--- config.mk ---
export PLATFORM = sky130hd
export DESIGN_NAME = key_band_tracker
export DESIGN_NICKNAME = d
export VERILOG_FILES = /design/src/rtl/key_band_tracker.sv
export SDC_FILE = /design/constraint.sdc
export NUM_CORES = 1
export LEC_CHECK = 0
export ABC_CLOCK_PERIOD_IN_PS = 3500
export CAP_MARGIN = 15
export CORE_MARGIN = 2
export CORE_UTILIZATION = 34
export CTS_BUF_LIST = sky130_fd_sc_hd__clkbuf_2
export CTS_CLUSTER_DIAMETER = 50
export CTS_CLUSTER_SIZE = 10
export DETAILED_ROUTE_END_ITERATION = 16
export GPL_ROUTABILITY_DRIVEN = 0
export HOLD_SLACK_MARGIN = 0.15
export PLACE_DENSITY = 0.59
export SYNTH_ARGS = -nofsm -noshare
export SYNTH_HDL_FRONTEND = slang
export SYNTH_SLANG_ARGS = --single-unit
--- constraint.sdc ---
create_clock -name iCLK -period 3.5 [get_ports iCLK]
set_clock_uncertainty 0.05 [all_clocks]
set_input_delay 0.525 -clock iCLK [delete_from_list [all_inputs] [get_ports iCLK]]
set_output_delay 0.525 -clock iCLK [all_outputs]
set_load 0.1 [all_outputs]
--- src/rtl/key_band_tracker.sv ---
// Raster-line band tracker for the keyboard bar display.
// It follows the row sequence with a per-line counter and produces registered band, gap, highlight and sync-loss outputs.
module key_band_tracker #(
    parameter int NUM_KEYS = 15,
    parameter int BAND_H   = 30,
    parameter int GAP_H    = 2,
    parameter int Y_W      = 12,
    parameter int Y_START  = 0,
    localparam int PITCH   = BAND_H + GAP_H,
    localparam int IW      = $clog2(NUM_KEYS + 1),
    localparam int PW      = $clog2(PITCH)
) (
    input  logic                iCLK,
    input  logic                iRST,
    input  logic                iLINE_STB,
    input  logic                iFRAME_START,
    input  logic [Y_W-1:0]      iCOUNTER_Y,
    input  logic [NUM_KEYS-1:0] iKEY_ON,
    input  logic                iCLR_ERR,
    output logic [NUM_KEYS-1:0] oBAND,
    output logic [IW-1:0]       oBAND_IDX,
    output logic                oGAP,
    output logic                oHIT,
    output logic                oSYNC_ERR
);

    localparam logic [IW-1:0]  NK_P      = IW'(NUM_KEYS);
    localparam logic [PW:0]    PITCH_P   = (PW + 1)'(PITCH);
    localparam logic [PW:0]    BAND_H_P  = (PW + 1)'(BAND_H);
    localparam logic [Y_W-1:0] Y_START_P = Y_W'(Y_START);

    typedef enum logic [1:0] {SEARCH, TRACK, PAST} state_t;

    state_t              state_q, state_d;
    logic [IW-1:0]       idx_q, idx_d;
    logic [PW-1:0]       pos_q, pos_d;
    logic [Y_W-1:0]      last_row_q, last_row_d;
    logic [NUM_KEYS-1:0] key_snap_q, key_snap_d;
    logic [NUM_KEYS-1:0] band_q, band_d;
    logic [IW-1:0]       band_idx_q, band_idx_d;
    logic                gap_q, gap_d;
    logic                hit_q, hit_d;
    logic                sync_err_q, sync_err_d;
    logic                seq_ok;
    logic [PW:0]         pos_inc;

    always_comb begin
        state_d    = state_q;
        idx_d      = idx_q;
        pos_d      = pos_q;
        last_row_d = last_row_q;
        band_d     = band_q;
        band_idx_d = band_idx_q;
        gap_d      = gap_q;
        hit_d      = hit_q;
        key_snap_d = iFRAME_START ? iKEY_ON : key_snap_q;
        // A clear only survives when no mismatch is raised in the same cycle.
        sync_err_d = sync_err_q & ~iCLR_ERR;
        seq_ok     = (iCOUNTER_Y == last_row_q + Y_W'(1));
        pos_inc    = {1'b0, pos_q} + (PW + 1)'(1);

        if (iLINE_STB) begin
            last_row_d = iCOUNTER_Y;
            if (iCOUNTER_Y == Y_START_P) begin
                state_d = TRACK;
                idx_d   = '0;
                pos_d   = '0;
            end else begin
                case (state_q)
                    TRACK: begin
                        if (!seq_ok) begin
                            state_d    = SEARCH;
                            sync_err_d = 1'b1;
                        end else if (pos_inc == PITCH_P) begin
                            pos_d = '0;
                            idx_d = idx_q + 1'b1;
                            if (idx_d == NK_P) state_d = PAST;
                        end else begin
                            pos_d = pos_inc[PW-1:0];
                        end
                    end
                    PAST: begin
                        if (!seq_ok) begin
                            state_d    = SEARCH;
                            sync_err_d = 1'b1;
                        end
                    end
                    default: ;
                endcase
            end

            // Outputs decode the position just computed for this row.
            band_d     = '0;
            band_idx_d = NK_P;
            gap_d      = 1'b0;
            hit_d      = 1'b0;
            if (state_d == TRACK) begin
                if ({1'b0, pos_d} < BAND_H_P) begin
                    band_idx_d = idx_d;
                    for (int k = 0; k < NUM_KEYS; k++) begin
                        band_d[k] = (idx_d == IW'(k));
                        hit_d     = hit_d | ((idx_d == IW'(k)) & key_snap_d[k]);
                    end
                end else begin
                    gap_d = 1'b1;
                end
            end
        end
    end

    always_ff @(posedge iCLK or posedge iRST) begin
        if (iRST) begin
            state_q    <= SEARCH;
            idx_q      <= '0;
            pos_q      <= '0;
            last_row_q <= '0;
            key_snap_q <= '0;
            band_q     <= '0;
            band_idx_q <= NK_P;
            gap_q      <= 1'b0;
            hit_q      <= 1'b0;
            sync_err_q <= 1'b0;
        end else begin
            state_q    <= state_d;
            idx_q      <= idx_d;
            pos_q      <= pos_d;
            last_row_q <= last_row_d;
            key_snap_q <= key_snap_d;
            band_q     <= band_d;
            band_idx_q <= band_idx_d;
            gap_q      <= gap_d;
            hit_q      <= hit_d;
            sync_err_q <= sync_err_d;
        end
    end

    assign oBAND     = band_q;
    assign oBAND_IDX = band_idx_q;
    assign oGAP      = gap_q;
    assign oHIT      = hit_q;
    assign oSYNC_ERR = sync_err_q;

endmodule

# == Yosys cells after proc, flatten, opt, wreduce, memory -nomap -nowiden ==
# Cells that the tools add are included.
# word_totals
wordCells,98
output_inout_bits,22
input_bits,32
register_bits,60
# op_classes
order_cmp,1
eq_ne,20
n_addsub,3
n_mux,30
bitwise,31
reduce_logical,3
# ops
op,count
$mux 15,3
$eq 4x4->1 const B,8
$mux 4,7
$mux 5,5
$and 1x1->1,16
$eq 4x3->1 const B,4
$or 1x1->1,14
$add 12x1->12 const B,1
$eq 12x12->1,1
$logic_not 12->1,1
$mux 2,6
$eq 4x2->1 const B,2
$mux 1,8
$add 5x1->6 const B,1
$eq 6x6->1 const B,1
$lt 5x5->1 const B,1
$add 4x1->4 const B,1
$eq 2x1->1 const B,2
$eq 4x1->1 const B,1
$logic_not 4->1,1
$pmux 2 s2,1
$eq 2x2->1 const B,1
$reduce_or 2->1,1
$not 1->1,1

# == Depth between registers and ports, before layout ==
# depth
word_depth,25
mapped_depth,13
depth_no_buf,11

# == Worst setup path after synthesis ==
# Ideal clock, no wire load.
# synth_timing
path_kind,reg2reg
start,reg last_row_q[2]
end,"reg hit_q, in the netlist oHIT"
required_time_ns,3.311
setup_time_ns,0.139
t_arrival_ns,2.753
stages_incl_launch_ff,12
setup_slack_ns,0.558
cell_sequence,dfrtp_1 and4_4 nand3_4 or4_4 a21oi_1 and4_1 buf_6 mux2_2 nor3_1 o32ai_1 a2111oi_1 a32oi_1
# synth_via
elab_chain_cells,24
# synth_lines
item,line,source
"start, declared",37,"logic [Y_W-1:0] last_row_q, last_row_d;"
"start signal, assigned",127,last_row_q <= last_row_d;
$add 12x1->12 (*),59,seq_ok = (iCOUNTER_Y == last_row_q + Y_W'(1));
$eq 12x12->1 (*),59,
$mux 4,71,if (!seq_ok) begin
$mux 4,69,case (state_q)
$mux 4,64,if (iCOUNTER_Y == Y_START_P) begin
$mux 4,62,if (iLINE_STB) begin
$eq 4x1->1 / $logic_not 4->1 (equally long branches),102,hit_d = hit_d | ((idx_d == IW'(k)) & key_snap_d[k]);
$and 1x1->1,102,
$or 1x1->1 (14 in a row),102,
$mux 1,98,"if ({1'b0, pos_d} < BAND_H_P) begin"
$mux 1 (*),97,if (state_d == TRACK) begin
"end signal, assigned",132,hit_q <= hit_d;
"end, declared",42,"logic hit_q, hit_d;"
# Mark *: on every way between the ends. The rest lies on a longest branch, timed or not. The select of a mux whose other input is x is not followed.
# A chain may end at the register's enable or synchronous reset.

# == Worst setup path in the final report ==
# layout_timing
start,reg last_row_q[0]
end,"reg hit_q, in the netlist oHIT"
# The elaborated chain is that of the path after synthesis.

==> results.md <==
- Outcome: finished, final reports clean
- Net Sw Frac: 0.376
- Fin area: 4710 um2
- Layout cells sized above 1: 0.208
- Worst Path Max Fanout: 6
- DR iter-0 viols: 195
- TritonCTS clock tree: done
- Slew Limit Fails: 0
- Largest net degree at the start of global routing: 33
- Worst Setup End Kind: register
- Final period util: 0.944
- Psw: 0.758 mW
- Final nets: 500
- Cell accounting for the most synthesized area: dfrtp_1
- Syn_area_per_cell: 9.73 um2
- Fin cells: 608
- Number of setup violations in the final report: 0
- CTS clk-pin slew, worst paths: 0.20 ns
- Yosys top cell area share: 0.365
- Most frequent CP cell: and4_2
- CP peak stage delay: 0.48 ns
- Clk buf depth: 2
- Part of the power in the clock network: 0.256
- Root buffer cell: clkbuf_2
- DRC viols: 0
- Footprint of the multi-input gates: 2080 um2
- Number of max-cap violations: 0
- Max Clk Rate: 303 MHz
- Worst path buffer plus inverter count: 0
- Overflow after GRT: 0
- Synth area leaders: dfrtp_1 (36%), mux2_2 (7.0%), nand2_1 (3.9%)
- CTS H-Tree Depth: 3
- Hold buffer count at cts: 0
- Core area: around 11000 um2
- Placed Cells: between 500 and 600
- Kind of critical path: register to register
- Area growth syn-to-layout: 22.6%
- Sequential Area: 1510 um2
- CP Cell Sequence: ha_1 > and4_2 > o221a_2 > o22ai_1 > and4_2 > mux2_2 > nor3_1 > o32ai_1 > a2111oi_1 > a32oi_1
- First-pass GRT wire length: 16.0 mm
- Initial antenna violation count: 1
- Drt wl/cell: around 16 um
- Clock sink total: 60
- Num CTS Buffers: 9
- Syn Nets: 433
- Top cells by count, synth: dfrtp_1 (56), nand2_1 (40), nor2_1 (25)
- GR Util All Layers: 0.174
- CP arrival: 3.66 ns
- Top_reg_cell synth: dfrtp_1
- Initial Utilization: 0.351
- CP required: 3.85 ns
- Crit path max-delay family: compound AO/OA/AOI/OAI gates
- RSZ-0062 raised after global routing: false
- Ys async rst share: 1.00
- Cts repair resizes: 0
- Pleak: 1.93 nW
- I/O pin cnt: 54
- EDFF count, synth: 0
- CP max stage cell: dfrtp_1
- Nature of the critical path startpoint: register
- Filler cell count: between 1000 and 1500
- Hold Path Class: input port to async pin
- Synth Instances: roughly 400
- Register area share after synthesis: 0.392
- Hold Fails Final Rpt: 0
- Chip Width: 110 um
- VDD IR max: 0.143 mV
- Tmin final: 3.30 ns
- Cell Int Power: 1.26 mW
- Netlist cell types: a little under 80
- Die Span Y: 110 um
- DR vias: between 3000 and 4000
- Worst slew pin tran: 0.980 ns
- Detailed Place HPWL: 7.36 mm
- ANT nets after route: 0
- Skew-Pair Late Insertion Delay: ~0.53 ns
- Synthesis warning total: 0
- Via/cell ratio: roughly 5.4
- Row Count: 38
- Seq pwr share: 0.414
- Gate power share: 0.330
- I/O Buffers: 53
- Die area: between 10000 and 15000 um2
- Dpl cell area: 4570 um2
- WL final: 9.84 mm
- Top-count cell post-synth: dfrtp_1
- Netlist area before placement: 3840 um2
- Vias in the first global route: 3104
- Slew headroom: 0.345
- Post-CTS Setup Bufs: 0
- Seq cells post-synth: 60
- Power per cell area: 428 nW/um2
- Drt first pass iters: 4
[registers in the layout (all words and copies together) (netlist names)]
register	flops
oBAND_IDX	4
last_row_q	12
oGAP	1
oBAND	15
idx_q	4
oSYNC_ERR	1
oHIT	1
pos_q	5
state_q	2
key_snap_q	15
[power groups by stage]
stage          combinational [mW]  clock, mW  sequential, mW
2_1_floorplan               0.391          0           0.916
3_3_place_gp                0.653          0           0.843
3_5_place_dp                0.659          0           0.846
4_1_cts                     0.663      0.532           0.833
5_1_grt                     0.715      0.565           0.848
6_report                    0.665      0.516           0.834
[final cells by class]
cell class	instances	share of cell area
flip-flops and latches	60	0.320
diodes	1	0.000531
well taps	140	0.0372
repair buffers	79	0.156
clock inverters	6	0.0188
clock buffers	10	0.0106
multi-input cells	293	0.442
inverters	19	0.0151
[through the flow]
stage	power (mW)	TNS [ns]	hold WS, ns	worst slack [ns]	util
after CTS	2.03	0	0.325	0.223	0.431
after detailed placement	1.50	-0.601	0.437	-0.118	0.418
after global placement	1.50	-0.0315	0.431	-0.0315	0.418
after floorplan	1.31	0	0.397	0.558	-
final	2.02	0	0.338	0.195	0.431
after global routing	2.13	0	0.348	0.0345	0.431
[routing by layer]
layer / up-vias / global-route usage / share of wire
li1: 1590 / - / -
met1: 1584 / 0.242 / 0.47
met2: 73 / 0.270 / 0.47
met3: 10 / 0.0359 / 0.050
met4: 0 / 0.0598 / 0.015
met5: - / 0 / 0
[path summary, 6_finish.rpt]
path                           endpoint  cells past startpoint     startpoint  slack (ns)
setup / recovery                   oHIT                     10  last_row_q[0]        0.20
hold / removal                oBAND[10]                      2           iRST        0.34
setup reg to reg                   oHIT                     10  last_row_q[0]        0.20
hold reg to reg            oBAND_IDX[2]                      2   oBAND_IDX[2]        0.46
max in group asynchronous  oBAND_IDX[3]                      3           iRST        2.30
min in group iCLK          oBAND_IDX[2]                      2   oBAND_IDX[2]        0.46
[cells in the final DEF, fill, tap and decap left out, types with 4 or more instances in the layout]
| master | netlist | routed |
|---|---|---|
| a21oi_1 | 15 | 15 |
| a22o_1 | 10 | 10 |
| a31oi_1 | 4 | 4 |
| and3_1 | 5 | 5 |
| buf_4 | 0 | 26 |
| clkbuf_2 | 0 | 10 |
| clkdlybuf4s50_1 | 0 | 52 |
| dfrtp_1 | 56 | 55 |
| dfstp_2 | 4 | 4 |
| ha_1 | 6 | 6 |
| inv_1 | 17 | 16 |
| mux2_2 | 24 | 24 |
| mux2i_1 | 10 | 10 |
| nand2_1 | 40 | 40 |
| nand3_1 | 18 | 18 |
| nand4_1 | 4 | 4 |
| nor2_1 | 25 | 25 |
| nor3_1 | 12 | 12 |
| nor4_1 | 4 | 4 |
| o211ai_1 | 4 | 4 |
| o21ai_0 | 11 | 11 |
| o31ai_1 | 5 | 5 |
| o32ai_1 | 6 | 6 |
| xnor2_1 | 11 | 11 |
| xor2_1 | 8 | 8 |
[logic make-up after synthesis]
kind of cell               synth area share
buffers and inverters                0.0667
muxes                                 0.104
adders and majority gates            0.0195
xor gates and xnor gates             0.0433
DFF                                   0.392
AOI/OAI and AO/OA                     0.182
and+or+nand+nor                       0.193
(Power assumes the default switching activity.)
